## config.mk

```make
export PLATFORM = sky130hd
export DESIGN_NAME = bj_round_ctrl
export DESIGN_NICKNAME = d
export VERILOG_FILES = /design/src/rtl/bj_round_ctrl.sv
export SDC_FILE = /design/constraint.sdc
export NUM_CORES = 1
export LEC_CHECK = 0
export ABC_AREA = 0
export BUFFER_PORTS_ARGS = -buffer_cell sky130_fd_sc_hd__buf_2
export CAP_MARGIN = 20
export CORE_ASPECT_RATIO = 1.5
export CORE_MARGIN = 2
export CORE_UTILIZATION = 40
export CTS_CLUSTER_DIAMETER = 80
export DETAILED_ROUTE_END_ITERATION = 10
export SLEW_MARGIN = 25
export SYNTH_ARGS = -nofsm -noshare
export SYNTH_HDL_FRONTEND = slang
export SYNTH_SLANG_ARGS = --single-unit
```

## constraint.sdc

```tcl
create_clock -name clock -period 3.69 [get_ports clock]
set_clock_uncertainty 0.05 [all_clocks]
set_input_delay 0.369 -clock clock [delete_from_list [all_inputs] [get_ports clock]]
set_output_delay 0.369 -clock clock [all_outputs]
set_load 0.1 [all_outputs]
```

## src/rtl/bj_round_ctrl.sv

```systemverilog
// Blackjack round sequencer: debounced-edge key pulses, card fetch handshake,
// deal / player / dealer sequencing, result resolution and saturating tallies.
module bj_round_ctrl #(
  parameter int DEALER_STAND = 17,
  parameter int BUST_LIMIT   = 21
) (
  input  logic       clock,
  input  logic       reset_n,
  input  logic       hit_n,
  input  logic       stand_n,
  input  logic       card_valid,
  input  logic [3:0] card_value,
  output logic       card_req,
  output logic [4:0] phand,
  output logic [4:0] dhand,
  output logic [2:0] state_out,
  output logic [1:0] result,
  output logic [3:0] win_cnt,
  output logic [3:0] loss_cnt
);

  typedef enum logic [2:0] {
    S_IDLE    = 3'b000,
    S_DEAL    = 3'b001,
    S_PLAYER  = 3'b010,
    S_P_DRAW  = 3'b011,
    S_DEALER  = 3'b100,
    S_D_DRAW  = 3'b101,
    S_RESOLVE = 3'b110,
    S_DONE    = 3'b111
  } state_t;

  localparam logic [4:0] STAND_L = 5'(DEALER_STAND);
  localparam logic [4:0] BUST_L  = 5'(BUST_LIMIT);

  function automatic logic [4:0] card_pts(input logic [3:0] v);
    case (v)
      4'd1:                                                    card_pts = 5'd1;
      4'd2, 4'd3, 4'd4, 4'd5, 4'd6, 4'd7, 4'd8, 4'd9, 4'd10:   card_pts = {1'b0, v};
      default:                                                 card_pts = 5'd10;
    endcase
  endfunction

  // An ace is promoted to 11 only while that cannot bust the hand.
  function automatic logic [4:0] hand_total(input logic [4:0] hard, input logic ace);
    if (ace && (hard <= 5'd11)) hand_total = hard + 5'd10;
    else                        hand_total = hard;
  endfunction

  state_t      state_q, state_d;
  logic [2:0]  hit_sync_q, stand_sync_q;
  logic [4:0]  p_hard_q, p_hard_d, d_hard_q, d_hard_d;
  logic        p_ace_q, p_ace_d, d_ace_q, d_ace_d;
  logic [1:0]  deal_idx_q, deal_idx_d;
  logic [1:0]  result_q, result_d;
  logic [3:0]  win_q, win_d, loss_q, loss_d;

  logic        hit_p, stand_p, accept;
  logic [4:0]  pts, p_tot, d_tot, p_tot_nxt;
  logic        is_ace;

  // Synchronizer stage 3 holds the previous synchronized level for edge detection.
  assign hit_p   = hit_sync_q[2]   & ~hit_sync_q[1];
  assign stand_p = stand_sync_q[2] & ~stand_sync_q[1];
  assign accept  = card_req & card_valid;
  assign pts     = card_pts(card_value);
  assign is_ace  = (card_value == 4'd1);
  assign p_tot   = hand_total(p_hard_q, p_ace_q);
  assign d_tot   = hand_total(d_hard_q, d_ace_q);
  assign p_tot_nxt = hand_total(p_hard_d, p_ace_d);

  assign phand    = p_tot;
  assign dhand    = d_tot;
  assign state_out = state_q;
  assign result   = result_q;
  assign win_cnt  = win_q;
  assign loss_cnt = loss_q;

  // State register.
  always_ff @(posedge clock or negedge reset_n) begin
    if (!reset_n) state_q <= S_IDLE;
    else          state_q <= state_d;
  end

  // Next-state decode.
  always_comb begin
    state_d = state_q;
    case (state_q)
      S_IDLE, S_DONE: begin
        if (hit_p) state_d = S_DEAL;
        else       state_d = state_q;
      end
      S_DEAL: begin
        if (accept && (deal_idx_q == 2'd3)) state_d = (p_tot == BUST_L) ? S_DEALER : S_PLAYER;
        else                                state_d = S_DEAL;
      end
      S_PLAYER: begin
        if (hit_p)        state_d = S_P_DRAW;
        else if (stand_p) state_d = S_DEALER;
        else              state_d = S_PLAYER;
      end
      S_P_DRAW: begin
        if (!accept)                  state_d = S_P_DRAW;
        else if (p_tot_nxt > BUST_L)  state_d = S_RESOLVE;
        else if (p_tot_nxt == BUST_L) state_d = S_DEALER;
        else                          state_d = S_PLAYER;
      end
      S_DEALER: begin
        if (d_tot >= STAND_L) state_d = S_RESOLVE;
        else                  state_d = S_D_DRAW;
      end
      S_D_DRAW: begin
        if (accept) state_d = S_DEALER;
        else        state_d = S_D_DRAW;
      end
      S_RESOLVE: state_d = S_DONE;
      default:   state_d = S_IDLE;
    endcase
  end

  // Output decode: card request is asserted in every fetching state.
  always_comb begin
    card_req = 1'b0;
    case (state_q)
      S_DEAL, S_P_DRAW, S_D_DRAW: card_req = 1'b1;
      default:                    card_req = 1'b0;
    endcase
  end

  // Hand, deal index, result and tally next-state.
  always_comb begin
    p_hard_d   = p_hard_q;
    p_ace_d    = p_ace_q;
    d_hard_d   = d_hard_q;
    d_ace_d    = d_ace_q;
    deal_idx_d = deal_idx_q;
    result_d   = result_q;
    win_d      = win_q;
    loss_d     = loss_q;
    case (state_q)
      S_IDLE, S_DONE: begin
        if (hit_p) begin
          p_hard_d   = 5'd0;
          p_ace_d    = 1'b0;
          d_hard_d   = 5'd0;
          d_ace_d    = 1'b0;
          deal_idx_d = 2'd0;
          result_d   = 2'b00;
        end else begin
          result_d   = result_q;
        end
      end
      S_DEAL: begin
        if (accept) begin
          deal_idx_d = deal_idx_q + 2'd1;
          if (!deal_idx_q[0]) begin
            p_hard_d = p_hard_q + pts;
            p_ace_d  = p_ace_q | is_ace;
          end else begin
            d_hard_d = d_hard_q + pts;
            d_ace_d  = d_ace_q | is_ace;
          end
        end else begin
          deal_idx_d = deal_idx_q;
        end
      end
      S_P_DRAW: begin
        if (accept) begin
          p_hard_d = p_hard_q + pts;
          p_ace_d  = p_ace_q | is_ace;
        end else begin
          p_hard_d = p_hard_q;
        end
      end
      S_D_DRAW: begin
        if (accept) begin
          d_hard_d = d_hard_q + pts;
          d_ace_d  = d_ace_q | is_ace;
        end else begin
          d_hard_d = d_hard_q;
        end
      end
      S_RESOLVE: begin
        if (p_tot > BUST_L)      result_d = 2'b10;
        else if (d_tot > BUST_L) result_d = 2'b01;
        else if (p_tot > d_tot)  result_d = 2'b01;
        else if (p_tot < d_tot)  result_d = 2'b10;
        else                     result_d = 2'b11;
        if ((result_d == 2'b01) && (win_q != 4'd15))       win_d  = win_q + 4'd1;
        else if ((result_d == 2'b10) && (loss_q != 4'd15)) loss_d = loss_q + 4'd1;
        else                                               win_d  = win_q;
      end
      default: begin
        result_d = result_q;
      end
    endcase
  end

  // Datapath and synchronizer registers.
  always_ff @(posedge clock or negedge reset_n) begin
    if (!reset_n) begin
      hit_sync_q   <= 3'b111;
      stand_sync_q <= 3'b111;
      p_hard_q     <= 5'd0;
      p_ace_q      <= 1'b0;
      d_hard_q     <= 5'd0;
      d_ace_q      <= 1'b0;
      deal_idx_q   <= 2'd0;
      result_q     <= 2'b00;
      win_q        <= 4'd0;
      loss_q       <= 4'd0;
    end else begin
      hit_sync_q   <= {hit_sync_q[1:0], hit_n};
      stand_sync_q <= {stand_sync_q[1:0], stand_n};
      p_hard_q     <= p_hard_d;
      p_ace_q      <= p_ace_d;
      d_hard_q     <= d_hard_d;
      d_ace_q      <= d_ace_d;
      deal_idx_q   <= deal_idx_d;
      result_q     <= result_d;
      win_q        <= win_d;
      loss_q       <= loss_d;
    end
  end

endmodule

```

==> impl_metrics.json <==
{
  "outcome": "complete, no violations",
  "end_kind": "flip-flop",
  "final_common_cell": "buf_2",
  "antenna_found_initial": 0,
  "rows": 37,
  "hpwl_um": 5430,
  "clk_path_buf_depth": 2,
  "synth_cell_types": 73,
  "use_met2_pct": 34.2,
  "synth_cells": 308,
  "yosys-top-cells-area": "dfrtp_1 (24%), ha_1 (9.9%), dfstp_2 (5.7%)",
  "use_met1_pct": 22.4,
  "grt_pass1_vias": 2484,
  "holdWs_ns": 0.0876,
  "grt_pass1_wl_um": 11600,
  "yosysTopAreaCellShare_pct": 24.3,
  "arrival_ns": 3.46,
  "drv_slew": 0,
  "clk_latency_ns": 0.30,
  "ys.flop_type": "dfrtp_1",
  "fp.dieH_um": 106,
  "cp_max_fo": 9,
  "routabilityCongestion": 0.863,
  "path_clk_slew_ns": 0.08,
  "async_flop_share_pct": 100,
  "dr.pass1.iters": 4,
  "cap_violations": 0,
  "syn_area_um2": 2780,
  "ys_ff_latch": 33,
  "min_path_type": "input pin to asynchronous set/reset pin",
  "final.period_utilization_pct": 90.6,
  "worst-r2r-setup-slack_ns": 0.35,
  "cp.required_ns": 3.81,
  "r2r_end": "win_cnt[1]",
  "pin_count": 33,
  "reg2reg_depth": 14,
  "busiest_layer": "met2",
  "numCtsBuffers": 5,
  "seq_area_frac_synth_pct": 30.0,
  "setup_viol": 0,
  "worstSetupPathType": "flip-flop to flip-flop",
  "cts_setup_buffers": 0,
  "die-area_um2": 7650,
  "drc": 0,
  "start_util_pct": 40.9,
  "timing.fmax_ghz": 0.299,
  "yosys_warnings": 0,
  "crit_path_end": "win_cnt[1]",
  "r2r-start": "p_hard_q[2]",
  "layout_common_cells": "buf_2 (32), dfrtp_1 (26), ha_1 (21)",
  "cts_tree": "built",
  "synth-edff-count": 0,
  "crit_start": "p_hard_q[2]",
  "drt-total-wl_um": 7040,
  "postCtsResizedCells": 0,
  "synth.avg_cell_area_um2": 9.03,
  "tightestPinTransition_ns": 0.748,
  "port_buffers": 32,
  "antenna_cells": 0,
  "wl_per_cell_um": 16.8,
  "syn_to_final_growth_pct": 15.7,
  "htree_levels": 2,
  "clock-sinks": 33,
  "via_count": 2523,
  "final_nets": 374,
  "ctsHoldBuffers": 0,
  "postRouteAntennaNets": 0,
  "hold_violations": 0,
  "die_w_um": 72.1,
  "period_needed_ns": 3.34,
  "cp-start-kind": "flip-flop",
  "relSlewSlack_pct": 50.1,
  "rsz0062_at_grt": "false",
  "layout-drive-gt1-share_pct": 23.7,
  "vias_per_cell": 6.01,
  "grt_start_max_net_pins": 34,
  "yosysTopAreaCell": "dfrtp_1",
  "drt-initial-drc-count": 88,
  "core_um2": 6810,
  "grt_usage_pct": 19.3,
  "synth_fp_nets": 341,
  "use_met3_pct": 2.94,
  "overflow": 0,
  "cts-root-buf": "clkbuf_8"
}
[area by class of cell]
type	instances	area, µm²
well taps	78	97.6
repair buffers	42	235
flip-flops and latches	33	835
clock buffers	7	86.3
clock inverters	1	30.0
multi-input cells	239	1860
fillers	661	3590
inverters	20	75.1
[state kept, by name (all words and copies together) (netlist names)]
| register | flops |
|---|---|
| win_cnt | 4 |
| p_ace_q | 1 |
| hit_sync_q | 3 |
| deal_idx_q | 2 |
| d_ace_q | 1 |
| p_hard_q | 5 |
| state_out | 3 |
| stand_sync_q | 3 |
| result | 2 |
| loss_cnt | 4 |
| d_hard_q | 5 |
[critical path: stages (launching register included)]
cell	delay, ns
dfrtp_2	0.47
inv_1	0.08
ha_1	0.20
and4b_1	0.24
a211oi_4	0.26
xor2_4	0.21
ha_4	0.22
nor2b_1	0.12
o21a_1	0.16
o21a_1	0.17
o21a_1	0.19
o41ai_4	0.27
buf_4	0.22
nor3b_2	0.06
mux2_2	0.29
[synthesized netlist by cell type (4+ instances only)]
library cell / n
nand2b_1: 5
dfrtp_1: 27
inv_1: 20
clkbuf_1: 5
buf_2: 6
nand3_1: 13
mux2i_1: 4
ha_1: 22
dfstp_2: 6
a21oi_1: 13
a21o_1: 5
and4b_1: 4
o21a_1: 4
nor2b_1: 10
nor3_1: 7
a31oi_1: 10
nand2_1: 18
xor2_1: 5
o21ai_0: 21
xnor2_1: 5
nor2_1: 13
[through the flow]
stage	std cells	utilization (%)	instance area [µm²]	setup TNS (ns)	setup slack (ns)
floorplan	308	-	2870	-0.0842	-0.0842
global placement	412	45.6	3100	0	0.364
detailed placement	412	45.6	3100	0	0.335
CTS	420	47.3	3220	0	0.311
global route	420	47.3	3220	0	0.210
finish	420	47.3	3220	0	0.347
[worst min path at each step]
stage                          from         endpoint  slack, ns  cells past startpoint
finish                      reset_n      d_hard_q[4]       0.09                      1
floorplan                   reset_n          d_ace_q       0.02                      0
detailed placement    hit_sync_q[0]    hit_sync_q[1]       0.30                      0
global placement    stand_sync_q[0]  stand_sync_q[1]       0.30                      0
CTS                         reset_n      d_hard_q[4]       0.11                      1
global route                  hit_n    hit_sync_q[0]       0.11                      1
[metal layers]
| metal | vias up | wire, µm |
|---|---|---|
| li1 | 1210 | - |
| met1 | 1228 | 2880 |
| met2 | 71 | 3680 |
| met3 | 14 | 302 |
| met4 | 0 | 173 |
| met5 | - | 0 |
[kinds of logic (layout without fill, tap and decap cells)]
family	after synthesis	in the layout	share of synthesized area, %
simple gates	102	102	21.5
compound gates	95	95	25.1
mux	8	8	3.06
buf+inv	36	70	5.85
fa+ha+maj	24	24	11.3
flops	33	33	30.0
xor+xnor	10	10	3.15
Power is left out: the tool's default activity adds up to more than one toggle a clock period on the data nets, which glitch-free logic cannot reach.
